## src/rtl/ctrl_pkg.sv

```systemverilog
// ctrl_pkg: state, opcode and ALU-control encodings shared by the multicycle control unit
package ctrl_pkg;
  typedef enum logic [2:0] {
    S_FETCH  = 3'd0,
    S_DECODE = 3'd1,
    S_EXEC   = 3'd2,
    S_MEM    = 3'd3,
    S_WB     = 3'd4,
    S_TRAP   = 3'd5
  } state_e;
  typedef enum logic [2:0] {C_R, C_I, C_LD, C_ST, C_BR, C_BAD} op_class_e;
  localparam logic [6:0] OP_R  = 7'b0110011;
  localparam logic [6:0] OP_LD = 7'b0000011;
  localparam logic [6:0] OP_ST = 7'b0100011;
  localparam logic [6:0] OP_I  = 7'b0010011;
  localparam logic [6:0] OP_BR = 7'b1100011;
  localparam logic [2:0] F3_WORD = 3'b010;
  localparam logic [3:0] ALU_ADD = 4'b0010;
  localparam logic [3:0] ALU_SUB = 4'b0110;
  localparam logic [3:0] ALU_AND = 4'b0000;
  localparam logic [3:0] ALU_OR  = 4'b0001;
  function automatic op_class_e classify(input logic [6:0] op, input logic [2:0] f3);
    return op == OP_R ? C_R :
           op == OP_I ? C_I :
           (op == OP_LD && f3 == F3_WORD) ? C_LD :
           (op == OP_ST && f3 == F3_WORD) ? C_ST :
           op == OP_BR ? C_BR : C_BAD;
  endfunction
endpackage

```

## src/rtl/alu_ctrl_dec.sv

```systemverilog
// alu_ctrl_dec: maps instruction class, funct3 and funct7[5] to the ALU operation code
module alu_ctrl_dec
  import ctrl_pkg::*;
(
  input  op_class_e  cls,
  input  logic [2:0] funct3,
  input  logic       funct7b5,
  output logic [3:0] aluctr
);
  logic [3:0] logic_op;
  logic       is_sub;
  assign logic_op = funct3 == 3'b111 ? ALU_AND : funct3 == 3'b110 ? ALU_OR : ALU_ADD;
  assign is_sub   = cls == C_BR || (cls == C_R && funct3 == 3'b000 && funct7b5);
  assign aluctr   = is_sub ? ALU_SUB : (cls == C_R || cls == C_I) ? logic_op : ALU_ADD;
endmodule

```

## src/rtl/riscv_multicycle_ctrl.sv

```systemverilog
// riscv_multicycle_ctrl: multicycle RV32I control FSM with retired counter and sticky illegal trap
module riscv_multicycle_ctrl
  import ctrl_pkg::*;
#(
  parameter int ALUCTR_W      = 4,
  parameter int CNT_W         = 16,
  parameter int MEM_HANDSHAKE = 1
) (
  input  logic                clk,
  input  logic                rst_n,
  input  logic [31:0]         instr,
  input  logic                mem_ready,
  input  logic                zero,
  output logic                mem_req,
  output logic                mem_we,
  output logic                iord,
  output logic                ir_write,
  output logic                pc_write,
  output logic                pc_src,
  output logic                alusrc,
  output logic                regwrite,
  output logic                memtoreg,
  output logic [ALUCTR_W-1:0] ALUctr,
  output logic [2:0]          state,
  output logic                illegal,
  output logic [CNT_W-1:0]    retired
);
  state_e     st, nxt;
  logic [6:0] opcode;
  logic [2:0] funct3;
  logic       funct7b5;
  op_class_e  cls;
  logic [3:0] dec_alu;
  logic       done, retire;
  assign cls   = classify(opcode, funct3);
  assign done  = rst_n && (MEM_HANDSHAKE == 0 || mem_ready);
  assign state = st;
  assign ALUctr = ALUCTR_W'(st == S_EXEC ? dec_alu : ALU_ADD);
  alu_ctrl_dec u_dec (
    .cls      (cls),
    .funct3   (funct3),
    .funct7b5 (funct7b5),
    .aluctr   (dec_alu)
  );
  // state register, instruction field capture, sticky trap flag and saturating retire counter
  always_ff @(posedge clk or negedge rst_n)
    if (!rst_n) begin
      st       <= S_FETCH;
      opcode   <= '0;
      funct3   <= '0;
      funct7b5 <= 1'b0;
      illegal  <= 1'b0;
      retired  <= '0;
    end else begin
      st <= nxt;
      if (ir_write) begin
        opcode   <= instr[6:0];
        funct3   <= instr[14:12];
        funct7b5 <= instr[30];
      end
      if (st == S_DECODE && cls == C_BAD) illegal <= 1'b1;
      if (retire && retired != '1) retired <= retired + CNT_W'(1);
    end
  // next state and per-state datapath enables; done folds in rst_n so enables drop with reset
  always_comb begin
    nxt      = st;
    mem_req  = 1'b0;
    mem_we   = 1'b0;
    iord     = 1'b0;
    ir_write = 1'b0;
    pc_write = 1'b0;
    pc_src   = 1'b0;
    alusrc   = 1'b0;
    regwrite = 1'b0;
    memtoreg = 1'b0;
    retire   = 1'b0;
    case (st)
      S_FETCH: begin
        mem_req  = 1'b1;
        ir_write = done;
        pc_write = done;
        nxt      = done ? S_DECODE : S_FETCH;
      end
      S_DECODE: nxt = cls == C_BAD ? S_TRAP : S_EXEC;
      S_EXEC: begin
        alusrc   = cls == C_I || cls == C_LD || cls == C_ST;
        pc_write = cls == C_BR && zero;
        pc_src   = cls == C_BR;
        retire   = cls == C_BR;
        nxt      = cls == C_BR ? S_FETCH : (cls == C_LD || cls == C_ST) ? S_MEM : S_WB;
      end
      S_MEM: begin
        mem_req = 1'b1;
        iord    = 1'b1;
        mem_we  = cls == C_ST;
        retire  = done && cls == C_ST;
        nxt     = !done ? S_MEM : cls == C_ST ? S_FETCH : S_WB;
      end
      S_WB: begin
        regwrite = 1'b1;
        memtoreg = cls == C_LD;
        retire   = 1'b1;
        nxt      = S_FETCH;
      end
      S_TRAP:  nxt = S_TRAP;
      default: nxt = S_FETCH;
    endcase
  end
endmodule

```

## config.mk

```make
export PLATFORM = sky130hd
export DESIGN_NAME = riscv_multicycle_ctrl
export DESIGN_NICKNAME = d
export VERILOG_FILES = /design/src/rtl/ctrl_pkg.sv /design/src/rtl/alu_ctrl_dec.sv /design/src/rtl/riscv_multicycle_ctrl.sv
export SDC_FILE = /design/constraint.sdc
export NUM_CORES = 1
export LEC_CHECK = 0
export CORE_MARGIN = 10
export CORE_UTILIZATION = 43
export CTS_BUF_LIST = sky130_fd_sc_hd__clkbuf_8 sky130_fd_sc_hd__clkbuf_16
export DETAILED_ROUTE_END_ITERATION = 16
export PLACE_DENSITY = 0.79
export REMOVE_ABC_BUFFERS = 1
export SLEW_MARGIN = 25
export SYNTH_ARGS = -nofsm -noshare
export SYNTH_HDL_FRONTEND = slang
export SYNTH_SLANG_ARGS = --single-unit
```

## constraint.sdc

```tcl
create_clock -name clk -period 2.6 [get_ports clk]
set_input_delay 0.52 -clock clk [delete_from_list [all_inputs] [get_ports clk]]
set_output_delay 0.52 -clock clk [all_outputs]
set_load 0.02 [all_outputs]
```

==> impl_metrics.toml <==
[route]
drtPass1Iterations = 4
postRouteAntennaNets = 0
drc = 0
drt_wl_total_mm = 4.35
first_iter_violations = 71
wire_per_inst_um = 15.6
via_per_inst = 5.32
route.vias.total = 1483

[synth]
synth_fa_ha_area_share_pct = 0.715
synth-simple-area-share_pct = 28.3
synth_warnings = 0
synth-seq-cells = 31
synthFlopType = "dfrtp_1"
synth_seq_area_share_pct = 44.3
synthXorXnorAreaFrac_pct = 7.01
synth_area_leaders = "dfrtp_1 44%, xor2_1 6.0%, mux2_2 5.8%"
synth_top_family_by_area = "simple AND/OR/NAND/NOR gates"
async_reset_ff_share_pct = 100
synth_cell_types = 47
avgSynthCellArea_um2 = 10.9
synth_largest_area_cell = "dfrtp_1"
postSynthCellCount = 161
synth.top_cell.area_share_pct = 44.3
synth_area_um2 = 1750
synth_compound_area_share_pct = 8.15
synth.area.mux_share_pct = 7.65
synth-edff-count = 0

[worst_setup_path]
r2r_setup_slack_ns = 0.47
crit_path_top_delay_cell = "dfrtp_1"
path_buf_inv = 2
path_cells = "nand4bb_1 > or2_4 > nor4_2 > buf_4 > a21o_1 > clkdlybuf4s15_2"
worstReg2RegStart = "funct3[0]$_DFFE_PN0P_"
worstRegToRegCells = 7
r2r-end = "retired[2]$_DFFE_PN0P_"
slowest_delay_ns = 0.37
critPathKind = "reg2out"
cp_num_cells = 6
crit_arrival_ns = 1.93
critPathMaxFanout = 3
crit_family = "simple AND/OR/NAND/NOR gates"
crit_path_end_kind = "primary output"
start_kind = "flip-flop"
worstPathRequired_ns = 2.08

[pwr]
leakagePower_nw = 1.13
peakVddDrop_v = 0.000283
power_density_nw_per_um2 = 391

[timing]
slew_headroom_pct = 64.8
rsz0062_at_grt = "no"
worst_slack_ns = 0.146
holdWs_ns = 0.468
finalHoldViolCount = 0
clock.fmax_mhz = 407
finalSetupViolCount = 0
worstMarginPinSlew_ns = 0.524
fin_skew_ns = 0.00270
layout_min_cycle_time_ns = 2.45
slew_violations = 0
finalCritPeriodShare_pct = 94.4

[placement]
port_buffers = 46
dpl.hpwl_mm = 3.38
dpl.cell_count = 271
place.gp.congestion = 0.844
dp_slack_ns = -0.0666
place_area_um2 = 2390

[layout]
multi_input_area_um2 = 930
finish.instance_area_um2 = 2490
final_common_cell = "clkdlybuf4s50_1"
fillCellCount = 338
final_cell_mix = "37 x clkdlybuf4s50_1, 31 x dfrtp_1, 21 x buf_4"
syn2layout_area_growth_pct = 42.3
antenna_cells = 0
fin_util_pct = 62.7
layout.nets = 265
drive_gt1_share_pct = 25.8
stdcell_count = 279
seq_area_um2 = 776

[grt]
grt-ovfl-total = 0
grt_max_degree = 32
grt_pass1_wl_mm = 7.36
antenna_found_initial = 0
grt_pass1_vias = 1564
grt_util_all_layers_pct = 12.4

[run_status]
status = "complete, no violations"

[cts]
cts_sinks = 31
root_buffer = "clkbuf_8"
clk_pin_slew_ns = 0.06
cts_max_level = 2
post_cts_buffers = 0
hold_buffers = 0
cts_buffers = 5
clk_latency_ns = 0.28
cts_tree = "yes"
clock_path_buffers = 2

[floorplan]
pin_count = 69
start_util_pct = 44.0
die_w_um = 83.8
dieArea_um2 = 7020
core_um2 = 3970
die_h_um = 83.8
row_count = 23

[hold_path]
hold_class = "reg2reg"
whs_endpoint = "illegal$_DFFE_PN0P_"
hp-start = "illegal$_DFFE_PN0P_"
hold_depth = 1

[job]
maxCapViolations = 0
per-stage QoR:
stage          TNS, ns  total power, mW
2_1_floorplan        0            0.564
3_3_place_gp   -0.0561            0.630
3_5_place_dp   -0.0666            0.632
4_1_cts              0            0.985
5_1_grt              0             1.03
6_report             0            0.974
registers in the layout (all words and copies together) (netlist names):
signal    count
state         3
funct7b5      1
funct3        3
illegal       1
retired      16
opcode        7
worst max path at each step:
stage / startpoint / end / slack, ns
floorplan: opcode[2]$_DFFE_PN0P_ / pc_write / 0.08
global placement: rst_n / pc_write / -0.06
detailed placement: rst_n / pc_write / -0.07
CTS: rst_n / ir_write / 0.01
global route: opcode[4]$_DFFE_PN0P_ / ALUctr[2] / 0.03
finish: opcode[2]$_DFFE_PN0P_ / pc_write / 0.15
layer usage:
layer	up-vias	GRT usage, %	part of all wire, %
met5	-	0	0
met4	0	4.87	1.0
met3	4	4.10	5.3
met2	30	21.3	51
met1	735	13.6	42
li1	714	-	-
worst register-to-register path: stages, from the launching register on:
cell and delay [ns]:
dfrtp_1 0.42, or3b_4 0.42, buf_4 0.16, nor4_4 0.22, o2bb2ai_2 0.20, buf_4 0.22
nor3b_1 0.25, xor2_1 0.17
repair_timing:
| action | CTS | global route |
|---|---|---|
| gates resized for setup | 10 | 5 |
| setup endpoints to repair | 8 | 5 |
| pin swaps | 0 | 0 |
power breakdown:
| group | leakage, nW | internal [mW] | total [mW] | switching, mW |
|---|---|---|---|---|
| registers | 0.394 | 0.500 | 0.519 | 0.0197 |
| logic | 0.686 | 0.0554 | 0.103 | 0.0479 |
| clock network | 0.0505 | 0.179 | 0.351 | 0.171 |
| total | 1.13 | 0.734 | 0.974 | 0.239 |
kinds of logic (layout without fill, tap and decap cells):
logic type                 Yosys count  count (layout)
AOI/OAI and AO/OA                   20              20
xor gates and xnor gates            14              14
adders and majority gates            1               1
buffers and inverters               13              81
DFF                                 31              31
muxes                               12              12
other                                1               1
and+or+nand+nor                     69              69
cell type report:
| type | instances | share of cell area, % |
|---|---|---|
| Clock inverter | 3 | 0.503 |
| Timing Repair Buffer | 67 | 24.8 |
| Inverter | 6 | 0.905 |
| Multi-Input combinational cell | 117 | 37.4 |
| Tap cell | 50 | 2.51 |
| Clock buffer | 5 | 2.77 |
| Sequential cell | 31 | 31.2 |
synth_stat cells (4+ instances only):
master	count
nand2_1	12
o21ai_0	6
mux2_2	9
inv_1	5
nor3_2	4
xor2_1	12
nor4_2	5
nand4_1	4
nor2_1	7
nor3_1	4
dfrtp_1	31
nor4_1	5
nand3_1	4
Note: power is estimated with default switching activity, not from simulation.
